`config.mk`:
```
export PLATFORM = sky130hd
export DESIGN_NAME = mem_port_arbiter
export DESIGN_NICKNAME = d
export VERILOG_FILES = /design/src/rtl/mem_port_arbiter.sv
export SDC_FILE = /design/constraint.sdc
export NUM_CORES = 1
export LEC_CHECK = 0
export ABC_AREA = 1
export CORE_AREA = 2 2 117 119
export CTS_BUF_LIST = sky130_fd_sc_hd__clkbuf_4
export CTS_CLUSTER_DIAMETER = 50
export DETAILED_ROUTE_END_ITERATION = 10
export DIE_AREA = 0 0 119 121
export PLACE_DENSITY = 0.9
export SYNTH_ARGS = -nofsm -noshare
export SYNTH_HDL_FRONTEND = slang
export SYNTH_SLANG_ARGS = --single-unit
```
`constraint.sdc`:
```
create_clock -name clk -period 4.2 [get_ports clk]
set_input_delay 0.42 -clock clk [delete_from_list [all_inputs] [get_ports clk]]
set_output_delay 0.42 -clock clk [all_outputs]
set_load 0.01 [all_outputs]
```
`src/rtl/mem_port_arbiter.sv`:
```
// Two-port memory arbiter that shares one memory port between instruction fetch (IF) and the MA stage.
// MA wins contention unless IF has been passed over STARVE_MAX times in a row; stuck transactions time out.
module mem_port_arbiter #(
  parameter int unsigned ADDR_W     = 32,
  parameter int unsigned DATA_W     = 32,
  parameter int unsigned STARVE_MAX = 4,
  parameter int unsigned TIMEOUT    = 255
) (
  input  logic              clk,
  input  logic              reset_n,
  input  logic              if_req,
  input  logic [ADDR_W-1:0] if_addr,
  output logic [DATA_W-1:0] if_rdata,
  output logic              if_valid,
  output logic              if_stall,
  input  logic              ma_req,
  input  logic              ma_we,
  input  logic [ADDR_W-1:0] ma_addr,
  input  logic [DATA_W-1:0] ma_wdata,
  output logic [DATA_W-1:0] ma_rdata,
  output logic              ma_valid,
  output logic              ma_stall,
  output logic              mem_en,
  output logic              mem_rw,
  output logic [ADDR_W-1:0] mem_addr,
  output logic [DATA_W-1:0] mem_wdata,
  input  logic [DATA_W-1:0] mem_rdata,
  input  logic              mem_ready,
  output logic              mem_err
);

  localparam int unsigned STARVE_W = (STARVE_MAX > 0) ? $clog2(STARVE_MAX + 1) : 1;
  localparam int unsigned WAIT_W   = (TIMEOUT > 1) ? $clog2(TIMEOUT) : 1;
  localparam logic [STARVE_W-1:0] STARVE_TOP = STARVE_W'(STARVE_MAX);
  localparam logic [WAIT_W-1:0]   WAIT_LAST  = WAIT_W'(TIMEOUT - 1);

  typedef enum logic [1:0] {
    IDLE    = 2'd0,
    BUSY_IF = 2'd1,
    BUSY_MA = 2'd2
  } state_t;

  state_t              state;
  state_t              state_nxt;
  logic [STARVE_W-1:0] starve_cnt;
  logic [WAIT_W-1:0]   wait_cnt;
  logic                if_elig;
  logic                ma_elig;
  logic                grant_if;
  logic                grant_ma;
  logic                done;
  logic                abort;

  // A requester is not eligible during its own valid cycle, so a held req is not re-issued.
  always_comb begin
    if_elig   = if_req & ~if_valid;
    ma_elig   = ma_req & ~ma_valid;
    grant_if  = 1'b0;
    grant_ma  = 1'b0;
    done      = 1'b0;
    abort     = 1'b0;
    state_nxt = state;
    case (state)
      IDLE: begin
        grant_ma = ma_elig & (~if_elig | (starve_cnt != STARVE_TOP));
        grant_if = if_elig & ~grant_ma;
        if (grant_ma) begin
          state_nxt = BUSY_MA;
        end else if (grant_if) begin
          state_nxt = BUSY_IF;
        end
      end
      BUSY_IF, BUSY_MA: begin
        done  = mem_ready;
        abort = ~mem_ready & (wait_cnt == WAIT_LAST);
        if (done | abort) begin
          state_nxt = IDLE;
        end
      end
      default: state_nxt = IDLE;
    endcase
  end

  always_ff @(posedge clk or negedge reset_n) begin
    if (!reset_n) begin
      state <= IDLE;
    end else begin
      state <= state_nxt;
    end
  end

  always_ff @(posedge clk or negedge reset_n) begin
    if (!reset_n) begin
      mem_en     <= 1'b0;
      mem_rw     <= 1'b0;
      mem_addr   <= '0;
      mem_wdata  <= '0;
      if_rdata   <= '0;
      ma_rdata   <= '0;
      if_valid   <= 1'b0;
      ma_valid   <= 1'b0;
      mem_err    <= 1'b0;
      starve_cnt <= '0;
      wait_cnt   <= '0;
    end else begin
      mem_en   <= grant_if | grant_ma;
      if_valid <= 1'b0;
      ma_valid <= 1'b0;
      mem_err  <= 1'b0;

      if (grant_ma) begin
        mem_rw    <= ma_we;
        mem_addr  <= ma_addr;
        mem_wdata <= ma_wdata;
        wait_cnt  <= '0;
        if (if_elig && (starve_cnt != STARVE_TOP)) begin
          starve_cnt <= starve_cnt + 1'b1;
        end
      end

      if (grant_if) begin
        mem_rw     <= 1'b0;
        mem_addr   <= if_addr;
        wait_cnt   <= '0;
        starve_cnt <= '0;
      end

      // A timeout completes like a normal access but leaves the read data untouched.
      if (done | abort) begin
        mem_err <= abort;
        if (state == BUSY_IF) begin
          if_valid <= 1'b1;
        end else begin
          ma_valid <= 1'b1;
        end
      end

      if (done && (state == BUSY_IF)) begin
        if_rdata <= mem_rdata;
      end

      if (done && (state == BUSY_MA) && !mem_rw) begin
        ma_rdata <= mem_rdata;
      end

      if ((state != IDLE) && !done && !abort) begin
        wait_cnt <= wait_cnt + 1'b1;
      end
    end
  end

  always_comb begin
    if_stall = if_req & ~if_valid;
    ma_stall = ma_req & ~ma_valid;
  end

endmodule

```
==> reports/qor.yml <==
power_uw: 6320
ys_warn_count: 0
cts_tree: "yes"
final_max_slew_viol_count: 0
synth_top_flop_cell: "dfrtp_1"
placedCellCount: 1109
pwr-share-comb: 0.468
antenna_found_initial: 1
rsz0062_at_grt: "false"
gp_congestion: 0.8251
pwr-share-clk: 0.151
drc: 0
finalSetupViolCount: 0
p_leak_uw: 0.004381
cap_violations: 0
start_kind: "flip-flop"
powerDensity_nw_per_um2: 689.3
syn-cell-area_um2: 6065
pre_cts_ws_ps: 1347
final.setup_skew_ps: 10.86
grt_max_degree: 65
cp_max_fo: 48
hp-start: "ma_wdata[24]"
dp_hpwl_um: 12510
rows: 42
hold_violations: 0
fin_crit_sh: 0.6629
tns_ps: 0
rr_endpoint: "mem_addr[24]$_DFFE_PN0P_"
worstSetupEndpointType: "flip-flop"
drtPass1Iterations: 5
drive_gt1_frac: 0.05176
clk_pin_slew_worst_paths_ps: 130
die-area_um2: 14400
post_cts_resized: 0
totalWireLength_um: 17240
ff2ff_setup_slack_ps: 1420
synthMuxAreaShare: 0
yosys.area_share.simple: 0.2542
hold-worst-slack_ps: 415.3
final_nets: 1094
tightest_slew_ps: 1071
ys_ff_latch: 146
min_period_ps: 2784
grt_pass1_vias: 5572
fin_ws_ps: 1416
power.switching_uw: 2371
fin_cells: 1143
grt.total_usage: 0.2438
synth_cell_types: 23
cp.arrival_ps: 3240
ir_worst_vdd_mv: 0.4307
required_ps: 4660
grt_pass1_wl_um: 27580
htreeDepth: 4
p_int_uw: 3949
rr_startpoint: "state[0]$_DFFE_PN0P_"
cts.sinks: 146
fmax_mhz: 359.2
area_growth_pct: 51.19
switching_share: 0.3752
synthCells: 693
vias: 5618
io_pins: 269
initial_core_util: 0.4635
fillers: 966
cts_max_path_buffers: 2
async_reset_ff_frac: 1.000
core_area_um2: 13090
slew_headroom: 0.2850
io_buffers: 268
die_w_um: 119
hold_path_depth: 3
drtIter0Drc: 431
synth_top_family_by_area: "simple AND/OR/NAND/NOR gates"
outcome: "finished, final reports clean"
die_h_um: 121
synthXorXnorAreaFrac: 0.004333
yosysSeqAreaShare: 0.6024
overflow: 0
synth_fa_ha_area_frac: 0.01444
routed_via_density: 4.915
hold_class: "input port to flip-flop"
synth_compound_area_frac: 0.06024
ant_nets: 0
cts_made_buffers: 17
syn_nets: 834
cts-root-buf: "clkbuf_4"
path_class: "flip-flop to flip-flop"
worstHoldEndpoint: "mem_wdata[24]$_DFFE_PN0P_"
wl_per_cell_um: 15.08
avgSynthCellArea_um2: 8.751
synth-edff-count: 0
clk_latency_ps: 520
r2r_cells: 8
power.share.sequential: 0.381
-- flip-flops by register name (all words and copies together), names as in the netlist --
signal      count
mem_wdata      32
wait_cnt        8
ma_rdata       32
if_rdata       32
if_valid        1
starve_cnt      3
mem_en          1
mem_rw          1
state           2
ma_valid        1
mem_addr       32
mem_err         1
-- worst max-delay path, cell delays in order (launching register included) --
cell,delay [ps]
dfrtp_1,420
inv_1,100
ha_1,150
buf_4,370
nand3_4,410
inv_2,740
buf_4,350
nand2_1,80
nand3_1,80
-- final cells by class --
class	instances	area (µm²)	area share
antenna	1	2.502	0.0002729
clock buffer	17	127.6	0.01392
clock inverter	15	181.4	0.01979
inverter	59	221.5	0.02415
multi-input combinational	454	2023	0.2207
sequential	146	3654	0.3985
tap	176	220.2	0.02402
timing repair buffer	275	2739	0.2987
-- power groups by stage --
stage	combinational [µW]	sequential, µW	clock (µW)
after detailed placement	2970	2410	0
after CTS	2990	2400	976
final	2960	2410	954
after global routing	3240	2480	1050
after floorplan	1070	2660	0
after global placement	2890	2400	0
-- per-layer routing --
| metal | part of all wire | global-route usage | vias up |
|---|---|---|---|
| li1 | - | - | 2701 |
| met1 | 0.39 | 0.2846 | 2615 |
| met2 | 0.49 | 0.4034 | 274 |
| met3 | 0.10 | 0.09915 | 28 |
| met4 | 0.023 | 0.09375 | 0 |
| met5 | 0 | 0 | - |
-- what timing repair did --
item                                   CTS  global route
endpoints found under the hold margin   59             0
hold buffers                             1             0
buffers inserted                         0             0
-- cells in the final DEF, fill, tap and decap left out, drive strengths merged, types with 4 or more instances in the layout --
cell type,count
nand2,276
clkbuf,17
buf,7
nand3,82
dfrtp,146
nor2,12
inv,64
ha,7
clkdlybuf4s50,267
clkinvlp,4
o21ai,69
-- worst max-delay path by stage --
| stage | from | endpoint | cells past startpoint |
|---|---|---|---|
| floorplan | state[0]$_DFFE_PN0P_ | if_rdata[10]$_DFFE_PN0P_ | 8 |
| global placement | ma_req | mem_addr[26]$_DFFE_PN0P_ | 8 |
| detailed placement | ma_req | mem_addr[19]$_DFFE_PN0P_ | 8 |
| CTS | state[0]$_DFFE_PN0P_ | mem_addr[24]$_DFFE_PN0P_ | 8 |
| global route | state[0]$_DFFE_PN0P_ | mem_addr[30]$_DFFE_PN0P_ | 8 |
| finish | state[0]$_DFFE_PN0P_ | mem_addr[24]$_DFFE_PN0P_ | 8 |
-- cells by family after synthesis --
group / count (synthesis)
xor gates and xnor gates: 3
buffers and inverters: 93
and+or+nand+nor: 373
AOI/OAI and AO/OA: 71
DFF: 146
adders and majority gates: 7
-- cells in the mapped netlist, types with 2 or more instances --
master	number	area, µm²
ha_1	7	87.58
nor2_1	11	41.29
buf_2	12	60.06
xor2_1	3	26.28
clkbuf_1	15	56.30
nand2_1	273	1025
dfrtp_1	146	3654
inv_2	3	11.26
nand3_1	80	400.4
buf_4	5	37.54
o21ai_0	68	340.3
inv_1	56	210.2
nand2_2	3	18.77
nand4_1	2	12.51
-- stage by stage --
stage	instance area, µm²	util
3_5_place_dp	8847	0.6761
6_report	9169	0.7007
3_3_place_gp	8847	0.6761
2_1_floorplan	6065	-
5_1_grt	9169	0.7007
4_1_cts	9166	0.7005
Power figures use the tool's default switching activity.
